### config.mk
export PLATFORM = sky130hd
export DESIGN_NAME = i2c_target_regs
export DESIGN_NICKNAME = d
export VERILOG_FILES = /design/src/rtl/i2c_target_pkg.sv /design/src/rtl/i2c_line_sync.sv /design/src/rtl/i2c_target_regs.sv
export SDC_FILE = /design/constraint.sdc
export NUM_CORES = 1
export LEC_CHECK = 0
export CORE_AREA = 2 2 142 172
export DETAILED_ROUTE_END_ITERATION = 8
export DIE_AREA = 0 0 144 174
export GPL_TIMING_DRIVEN = 0
export PLACE_DENSITY = 0.54
export SLEW_MARGIN = 30
export SYNTH_ARGS = -nofsm -noshare
export SYNTH_HDL_FRONTEND = slang
export SYNTH_HIERARCHICAL = 1
export SYNTH_SLANG_ARGS = --single-unit
export TNS_END_PERCENT = 1
### constraint.sdc
create_clock -name ap_clk -period 3.8 [get_ports ap_clk]
set_clock_uncertainty 0.2 [all_clocks]
set_input_delay 0.76 -clock ap_clk [delete_from_list [all_inputs] [get_ports ap_clk]]
set_output_delay 0.76 -clock ap_clk [all_outputs]
set_load 0.05 [all_outputs]
### src/rtl/i2c_target_pkg.sv
// Shared types and constants for the I2C target register block.
package i2c_target_pkg;

  // Protocol FSM states
  typedef enum logic [3:0] {
    StIdle,
    StAddr,
    StAddrAck,
    StPtr,
    StPtrAck,
    StWrData,
    StWrAck,
    StRdData,
    StRdAck,
    StWait
  } state_e;

  localparam logic I2C_ACK  = 1'b0;
  localparam logic I2C_NACK = 1'b1;
  localparam logic RW_WRITE = 1'b0;
  localparam logic RW_READ  = 1'b1;

  localparam int unsigned SYNC_STAGES = 2;
  localparam int unsigned FILT_CYCLES = 3;
  localparam int unsigned FILT_CNT_W  = $clog2(FILT_CYCLES);

endpackage

### src/rtl/i2c_line_sync.sv
// SCL/SDA synchroniser, optional stability filter, and bus event detection.
// Optional feature macro: I2C_GLITCH_FILTER_EN adds a 3-cycle stability filter.
module i2c_line_sync
  import i2c_target_pkg::*;
(
  input  logic clk,
  input  logic rst,
  input  logic scl_raw,
  input  logic sda_raw,
  output logic scl,
  output logic sda,
  output logic scl_rise,
  output logic scl_fall,
  output logic start_det,
  output logic stop_det
);

  logic [SYNC_STAGES-1:0] scl_sync_q;
  logic [SYNC_STAGES-1:0] sda_sync_q;
  logic [1:0]             sync_s;       // {scl, sda} after synchroniser
  logic [1:0]             line_s;       // {scl, sda} after optional filter
  logic [1:0]             line_prev_q;

  // Synchroniser chains; an idle bus reads high
  always_ff @(posedge clk) begin
    if (rst) begin
      scl_sync_q <= '1;
      sda_sync_q <= '1;
    end else begin
      scl_sync_q <= {scl_sync_q[SYNC_STAGES-2:0], scl_raw};
      sda_sync_q <= {sda_sync_q[SYNC_STAGES-2:0], sda_raw};
    end
  end

  assign sync_s = {scl_sync_q[SYNC_STAGES-1], sda_sync_q[SYNC_STAGES-1]};

`ifdef I2C_GLITCH_FILTER_EN
  logic [1:0]            filt_q;
  logic [FILT_CNT_W-1:0] cnt_q [2];

  // Filtered value follows the input only after it has held for FILT_CYCLES cycles
  always_ff @(posedge clk) begin
    if (rst) begin
      filt_q   <= '1;
      cnt_q[0] <= '0;
      cnt_q[1] <= '0;
    end else begin
      for (int i = 0; i < 2; i++) begin
        if (sync_s[i] == filt_q[i]) begin
          cnt_q[i] <= '0;
        end else if (cnt_q[i] == FILT_CNT_W'(FILT_CYCLES - 1)) begin
          filt_q[i] <= sync_s[i];
          cnt_q[i]  <= '0;
        end else begin
          cnt_q[i] <= cnt_q[i] + 1'b1;
        end
      end
    end
  end

  assign line_s = filt_q;
`else
  assign line_s = sync_s;
`endif

  // One-cycle-delayed copy for edge and event detection
  always_ff @(posedge clk) begin
    if (rst) begin
      line_prev_q <= '1;
    end else begin
      line_prev_q <= line_s;
    end
  end

  assign scl       = line_s[1];
  assign sda       = line_s[0];
  assign scl_rise  = line_s[1] & ~line_prev_q[1];
  assign scl_fall  = ~line_s[1] & line_prev_q[1];
  // SDA edges only count as START/STOP while SCL is stable high
  assign start_det = line_s[1] & line_prev_q[1] & line_prev_q[0] & ~line_s[0];
  assign stop_det  = line_s[1] & line_prev_q[1] & ~line_prev_q[0] & line_s[0];

endmodule

### src/rtl/i2c_target_regs.sv
// I2C target with a byte-wide register file: pointer write, data write, data read.
// Optional feature macro: I2C_GLITCH_FILTER_EN (line glitch filter in i2c_line_sync).
module i2c_target_regs
  import i2c_target_pkg::*;
#(
  parameter logic [6:0]  DEV_ADDR = 7'h3B,
  parameter int unsigned NUM_REGS = 16,
  localparam int unsigned PTR_W   = $clog2(NUM_REGS)
) (
  input  logic             ap_clk,
  input  logic             ap_rst,
  input  logic             scl_i,
  input  logic             sda_i,
  output logic             sda_o,
  output logic             sda_t,
  input  logic [PTR_W-1:0] host_addr,
  output logic [7:0]       host_rdata,
  output logic             wr_stb,
  output logic [PTR_W-1:0] wr_idx,
  output logic [7:0]       wr_byte,
  output logic             busy
);

  logic scl_s, sda_s, scl_rise, scl_fall, start_det, stop_det;

  i2c_line_sync u_line_sync (
    .clk       (ap_clk),
    .rst       (ap_rst),
    .scl_raw   (scl_i),
    .sda_raw   (sda_i),
    .scl       (scl_s),
    .sda       (sda_s),
    .scl_rise  (scl_rise),
    .scl_fall  (scl_fall),
    .start_det (start_det),
    .stop_det  (stop_det)
  );

  state_e           state_q, state_d;
  logic [2:0]       bit_cnt_q, bit_cnt_d;
  logic [7:0]       shift_q, shift_d;
  logic             rw_q, rw_d;
  logic [PTR_W-1:0] ptr_q, ptr_d;
  logic             sda_t_q, sda_t_d;
  logic             busy_q, busy_d;
  logic             rd_next_q, rd_next_d;
  logic             wr_stb_q, wr_stb_d;
  logic [PTR_W-1:0] wr_idx_q, wr_idx_d;
  logic [7:0]       wr_byte_q, wr_byte_d;
  logic             reg_we;
  logic [7:0]       regs_q [NUM_REGS];
  logic [7:0]       rx_byte;
  logic [7:0]       cur_byte;
  logic             drv_edge;

  assign rx_byte  = {shift_q[6:0], sda_s};
  assign cur_byte = regs_q[ptr_q];
  // SDA is only ever changed while SCL is low
  assign drv_edge = scl_fall & ~scl_s;

  // Next-state and datapath decisions
  always_comb begin
    state_d   = state_q;
    bit_cnt_d = bit_cnt_q;
    shift_d   = shift_q;
    rw_d      = rw_q;
    ptr_d     = ptr_q;
    sda_t_d   = sda_t_q;
    busy_d    = busy_q;
    rd_next_d = rd_next_q;
    wr_stb_d  = 1'b0;
    wr_idx_d  = wr_idx_q;
    wr_byte_d = wr_byte_q;
    reg_we    = 1'b0;

    if (stop_det) begin
      state_d   = StIdle;
      sda_t_d   = 1'b1;
      busy_d    = 1'b0;
      rd_next_d = 1'b0;
    end else if (start_det) begin
      // Repeated START keeps the pointer so pointer-write then read works
      state_d   = StAddr;
      bit_cnt_d = '0;
      sda_t_d   = 1'b1;
      rd_next_d = 1'b0;
    end else begin
      case (state_q)
        StIdle: ;
        StAddr: begin
          if (scl_rise) begin
            shift_d   = rx_byte;
            bit_cnt_d = bit_cnt_q + 3'd1;
            if (bit_cnt_q == 3'd7) begin
              if (rx_byte[7:1] == DEV_ADDR) begin
                state_d = StAddrAck;
                rw_d    = rx_byte[0];
                busy_d  = 1'b1;
              end else begin
                state_d = StIdle;
                busy_d  = 1'b0;
              end
            end
          end
        end
        StPtr: begin
          if (scl_rise) begin
            shift_d   = rx_byte;
            bit_cnt_d = bit_cnt_q + 3'd1;
            if (bit_cnt_q == 3'd7) begin
              ptr_d   = rx_byte[PTR_W-1:0];
              state_d = StPtrAck;
            end
          end
        end
        StWrData: begin
          if (scl_rise) begin
            shift_d   = rx_byte;
            bit_cnt_d = bit_cnt_q + 3'd1;
            if (bit_cnt_q == 3'd7) begin
              reg_we    = 1'b1;
              wr_stb_d  = 1'b1;
              wr_idx_d  = ptr_q;
              wr_byte_d = rx_byte;
              ptr_d     = ptr_q + 1'b1;
              state_d   = StWrAck;
            end
          end
        end
        StAddrAck, StPtrAck, StWrAck: begin
          // First SCL fall starts the ACK, the second one ends it
          if (drv_edge) begin
            if (sda_t_q) begin
              sda_t_d = I2C_ACK;
            end else begin
              sda_t_d   = 1'b1;
              bit_cnt_d = '0;
              if (state_q != StAddrAck) begin
                state_d = StWrData;
              end else if (rw_q == RW_READ) begin
                state_d = StRdData;
                shift_d = cur_byte;
                sda_t_d = cur_byte[7];
              end else begin
                state_d = StPtr;
              end
            end
          end
        end
        StRdData: begin
          if (drv_edge) begin
            if (bit_cnt_q == 3'd7) begin
              sda_t_d = 1'b1;
              state_d = StRdAck;
            end else begin
              bit_cnt_d = bit_cnt_q + 3'd1;
              shift_d   = {shift_q[6:0], 1'b0};
              sda_t_d   = shift_q[6];
            end
          end
        end
        StRdAck: begin
          if (scl_rise) begin
            if (sda_s == I2C_ACK) begin
              ptr_d     = ptr_q + 1'b1;
              rd_next_d = 1'b1;
            end else begin
              state_d = StWait;
            end
          end else if (drv_edge && rd_next_q) begin
            rd_next_d = 1'b0;
            bit_cnt_d = '0;
            shift_d   = cur_byte;
            sda_t_d   = cur_byte[7];
            state_d   = StRdData;
          end
        end
        StWait: ;
        default: state_d = StIdle;
      endcase
    end
  end

  // Protocol state registers
  always_ff @(posedge ap_clk) begin
    if (ap_rst) begin
      state_q   <= StIdle;
      bit_cnt_q <= '0;
      shift_q   <= '0;
      rw_q      <= RW_WRITE;
      ptr_q     <= '0;
      sda_t_q   <= 1'b1;
      busy_q    <= 1'b0;
      rd_next_q <= 1'b0;
      wr_stb_q  <= 1'b0;
      wr_idx_q  <= '0;
      wr_byte_q <= '0;
    end else begin
      state_q   <= state_d;
      bit_cnt_q <= bit_cnt_d;
      shift_q   <= shift_d;
      rw_q      <= rw_d;
      ptr_q     <= ptr_d;
      sda_t_q   <= sda_t_d;
      busy_q    <= busy_d;
      rd_next_q <= rd_next_d;
      wr_stb_q  <= wr_stb_d;
      wr_idx_q  <= wr_idx_d;
      wr_byte_q <= wr_byte_d;
    end
  end

  // Register file, written only on a complete bus data byte
  always_ff @(posedge ap_clk) begin
    if (ap_rst) begin
      for (int i = 0; i < int'(NUM_REGS); i++) begin
        regs_q[i] <= '0;
      end
    end else if (reg_we) begin
      regs_q[ptr_q] <= rx_byte;
    end
  end

  assign sda_o      = 1'b0;
  // Reset releases SDA immediately rather than waiting for the clock edge
  assign sda_t      = sda_t_q | ap_rst;
  assign busy       = busy_q;
  assign wr_stb     = wr_stb_q;
  assign wr_idx     = wr_idx_q;
  assign wr_byte    = wr_byte_q;
  assign host_rdata = regs_q[host_addr];

endmodule

==> results.yml <==
status:
  status: "completed"
power_and_ir_drop:
  p_per_area_nw_per_um2: 400
  fin_total_pwr_uw: 4210
  peakVddDrop_uv: 294
  p_leak_uw: 0.00343
critical_path:
  reg2reg_slack_ns: 0.09
  required_ns: 2.84
  ff2ff_path_depth: 7
  r2r_start: "u_line_sync/sda_sync_q[1]"
  cpPeakStageDelay_ns: 0.53
  critPathKind: "input port to output pin"
  endpoint_kind: "output pin"
  crit_buf_inv: 3
  worstPathArrival_ns: 2.78
  cp-start-kind: "input port"
  path_cells: "dlygate4sd2_1 > clkbuf_8 > mux4_2 > mux4_2 > dlygate4sd2_1"
  worst_path_max_delay_cell: "mux4_2"
  r2r-end: "regs_q[4][7]"
  crit_path_max_fanout: 10
  cpLargestDelayFamily: "buffers and inverters"
sta:
  hold_viol_final: 0
  slew_violations: 0
  rsz0062_at_grt: "true"
  setup_tns_ns: 0
  fin_ws_ns: 0.0610
  fmax_mhz: 267
  worstMarginPinSlew_ns: 0.921
  whs_ns: 0.205
  setup_viol: 0
  fin_crit_sh: 0.984
  relSlewSlack: 0.382
  min_period_ns: 3.74
clock_network:
  cts_tree: "yes"
  post_cts_buffers: 0
  clkTransAtPathRegs_ns: 0.07
  cts.sinks: 173
  numCtsBuffers: 17
  cts_max_level: 4
  clockBufferDepth: 2
  insertion_delay_ns: 0.44
  cts-root-buf: "clkbuf_16"
placed_design:
  portBuffers: 27
  post-place-ws_ns: -0.918
  hpwl_mm: 20.5
  routabilityCongestion: 0.913
routing:
  drc: 0
  m1WireLength_mm: 9.97
  num_vias: 6264
  first_pass_iters: 5
  vias_per_cell: 5.69
  first_iter_violations: 590
  routed_wl_mm: 26.8
  wl_met3_mm: 1.30
  routedWlPerCell_um: 24.4
  dr_wl_met2_mm: 14.6
  highest_layer: "met4"
  ant_nets: 0
synth:
  synth_nets: 735
  avgSynthCellArea_um2: 12.8
  syn-cell-area_um2: 9230
  synth_ff_type: "edfxtp_1"
  synth-edff-count: 128
  async_flop_share: 0
  ys_seq_elements: 173
  synthCells: 721
  yosysWarnings: 6
  synthDistinctLibCells: 68
  yosysSeqAreaShare: 0.514
cells_and_area:
  syn_to_final_growth_pct: 14.1
  layout-drive-gt1-share: 0.200
  nNetsFinal: 781
  num_antenna_cells: 0
  final_common_cell: "and2_1"
  layout_common_cells: "and2_1, edfxtp_1, mux4_2, nand2_1, dfxtp_1"
  num-fill-cells: 2163
global_routing:
  grt_pass1_vias: 6512
  grt_max_degree: 18
  overflow: 0
  grt_pass1_wl_mm: 40.1
  antenna_found_initial: 0
  grtUsageTotal: 0.223
floorplan:
  fp.dieW_um: 144
  pin_count: 32
  start_util: 0.393
  coreArea_um2: 23500
  die-area_um2: 25100
  die_h_um: 174
  std_cell_rows: 62
hold_path:
  min_to: "u_line_sync/scl_sync_q[1]"
  min-delay-start: "u_line_sync/scl_sync_q[0]"
  hp-class: "flip-flop to flip-flop"
  holdPathStages: 1
job:
  drv_cap: 0
## cell families after synthesis
family	count (synthesis)	share of synthesized area
AO/OA/AOI/OAI	112	0.0783
XOR/XNOR	1	0.000949
adder cells (fa/ha/maj)	6	0.00813
buffers and inverters	67	0.0329
flip-flops	173	0.514
multiplexers	85	0.191
other	1	0.000406
AND/OR/NAND/NOR	276	0.174
## metrics by stage
step                area (µm²)  instances  utilization
floorplan                 9230        721            -
detailed placement        9900       1068        0.421
CTS                      10500       1100        0.448
global placement          9900       1068        0.421
global route             10500       1100        0.448
finish                   10500       1100        0.448
## metal layers
metal / vias to the layer above / track usage
li1: 2801 / -
met1: 3188 / 0.256
met2: 223 / 0.406
met3: 52 / 0.0380
met4: 0 / 0.0940
met5: - / 0
## layout make-up
type	instances	area, µm²	share of cell area
clock buffers	17	425	0.0404
plain buffers	56	309	0.0293
clock inverters	15	159	0.0151
flip-flops and latches	173	4740	0.450
multi-input cells	481	4200	0.398
well taps	320	400	0.0380
repair buffers	27	259	0.0246
inverters	11	41.3	0.00392
## synth_stat cells (3+ instances only)
library cell | n | area share
buf_4 | 5 | 0.0041
and2_1 | 130 | 0.088
a22oi_1 | 3 | 0.0024
clkbuf_1 | 30 | 0.012
mux4_2 | 73 | 0.18
a211o_1 | 5 | 0.0047
ha_1 | 6 | 0.0081
nor2_2 | 5 | 0.0034
o21ai_1 | 4 | 0.0022
edfxtp_1 | 128 | 0.42
a211oi_1 | 8 | 0.0065
a31oi_1 | 9 | 0.0061
dfxtp_1 | 45 | 0.098
nand3_1 | 6 | 0.0033
a21oi_1 | 25 | 0.014
o21ai_0 | 33 | 0.018
buf_2 | 15 | 0.0081
nand2_1 | 60 | 0.024
or2_1 | 7 | 0.0047
nand3b_1 | 4 | 0.0033
nor2_1 | 21 | 0.0085
nor2_4 | 4 | 0.0049
nor3_1 | 5 | 0.0027
mux2i_1 | 10 | 0.011
inv_1 | 10 | 0.0041
nand2b_1 | 6 | 0.0041
buf_1 | 4 | 0.0016
nor2b_1 | 10 | 0.0068
## worst max-delay path by stage
stage | startpoint | end | slack [ns] | cells after the start
2_1_floorplan | host_addr[0] | host_rdata[0] | 0.41 | 4
3_3_place_gp | host_addr[1] | host_rdata[6] | -0.90 | 5
3_5_place_dp | host_addr[1] | host_rdata[6] | -0.92 | 5
4_1_cts | u_line_sync/sda_sync_q[1] | regs_q[6][0] | 0.04 | 7
5_1_grt | u_line_sync/sda_sync_q[1] | regs_q[4][4] | -0.1 | 7
6_report | host_addr[1] | host_rdata[6] | 0.06 | 5
## timing repair
item,CTS,global route
hold endpoints to repair,0,0
setup endpoints to repair,8,40
gates resized for setup,24,3
hold buffers,0,0
## registers in the layout, indices dropped and copies added, names as in the netlist, 2 cells and up, named ones only
register	flops
wr_idx	4
u_line_sync/scl_sync_q	2
ptr_q	4
bit_cnt_q	3
regs_q	128
shift_q	7
u_line_sync/sda_sync_q	2
state_q	4
u_line_sync/line_prev_q	2
wr_byte	8
## where the power goes
group / internal [µW] / leakage (µW) / switching, µW
Combinational: 136 / 0.00155 / 188
Clock: 932 / 0.000301 / 807
Sequential: 2100 / 0.00158 / 52.8
No activity file was read; power rests on OpenSTA's default activity.
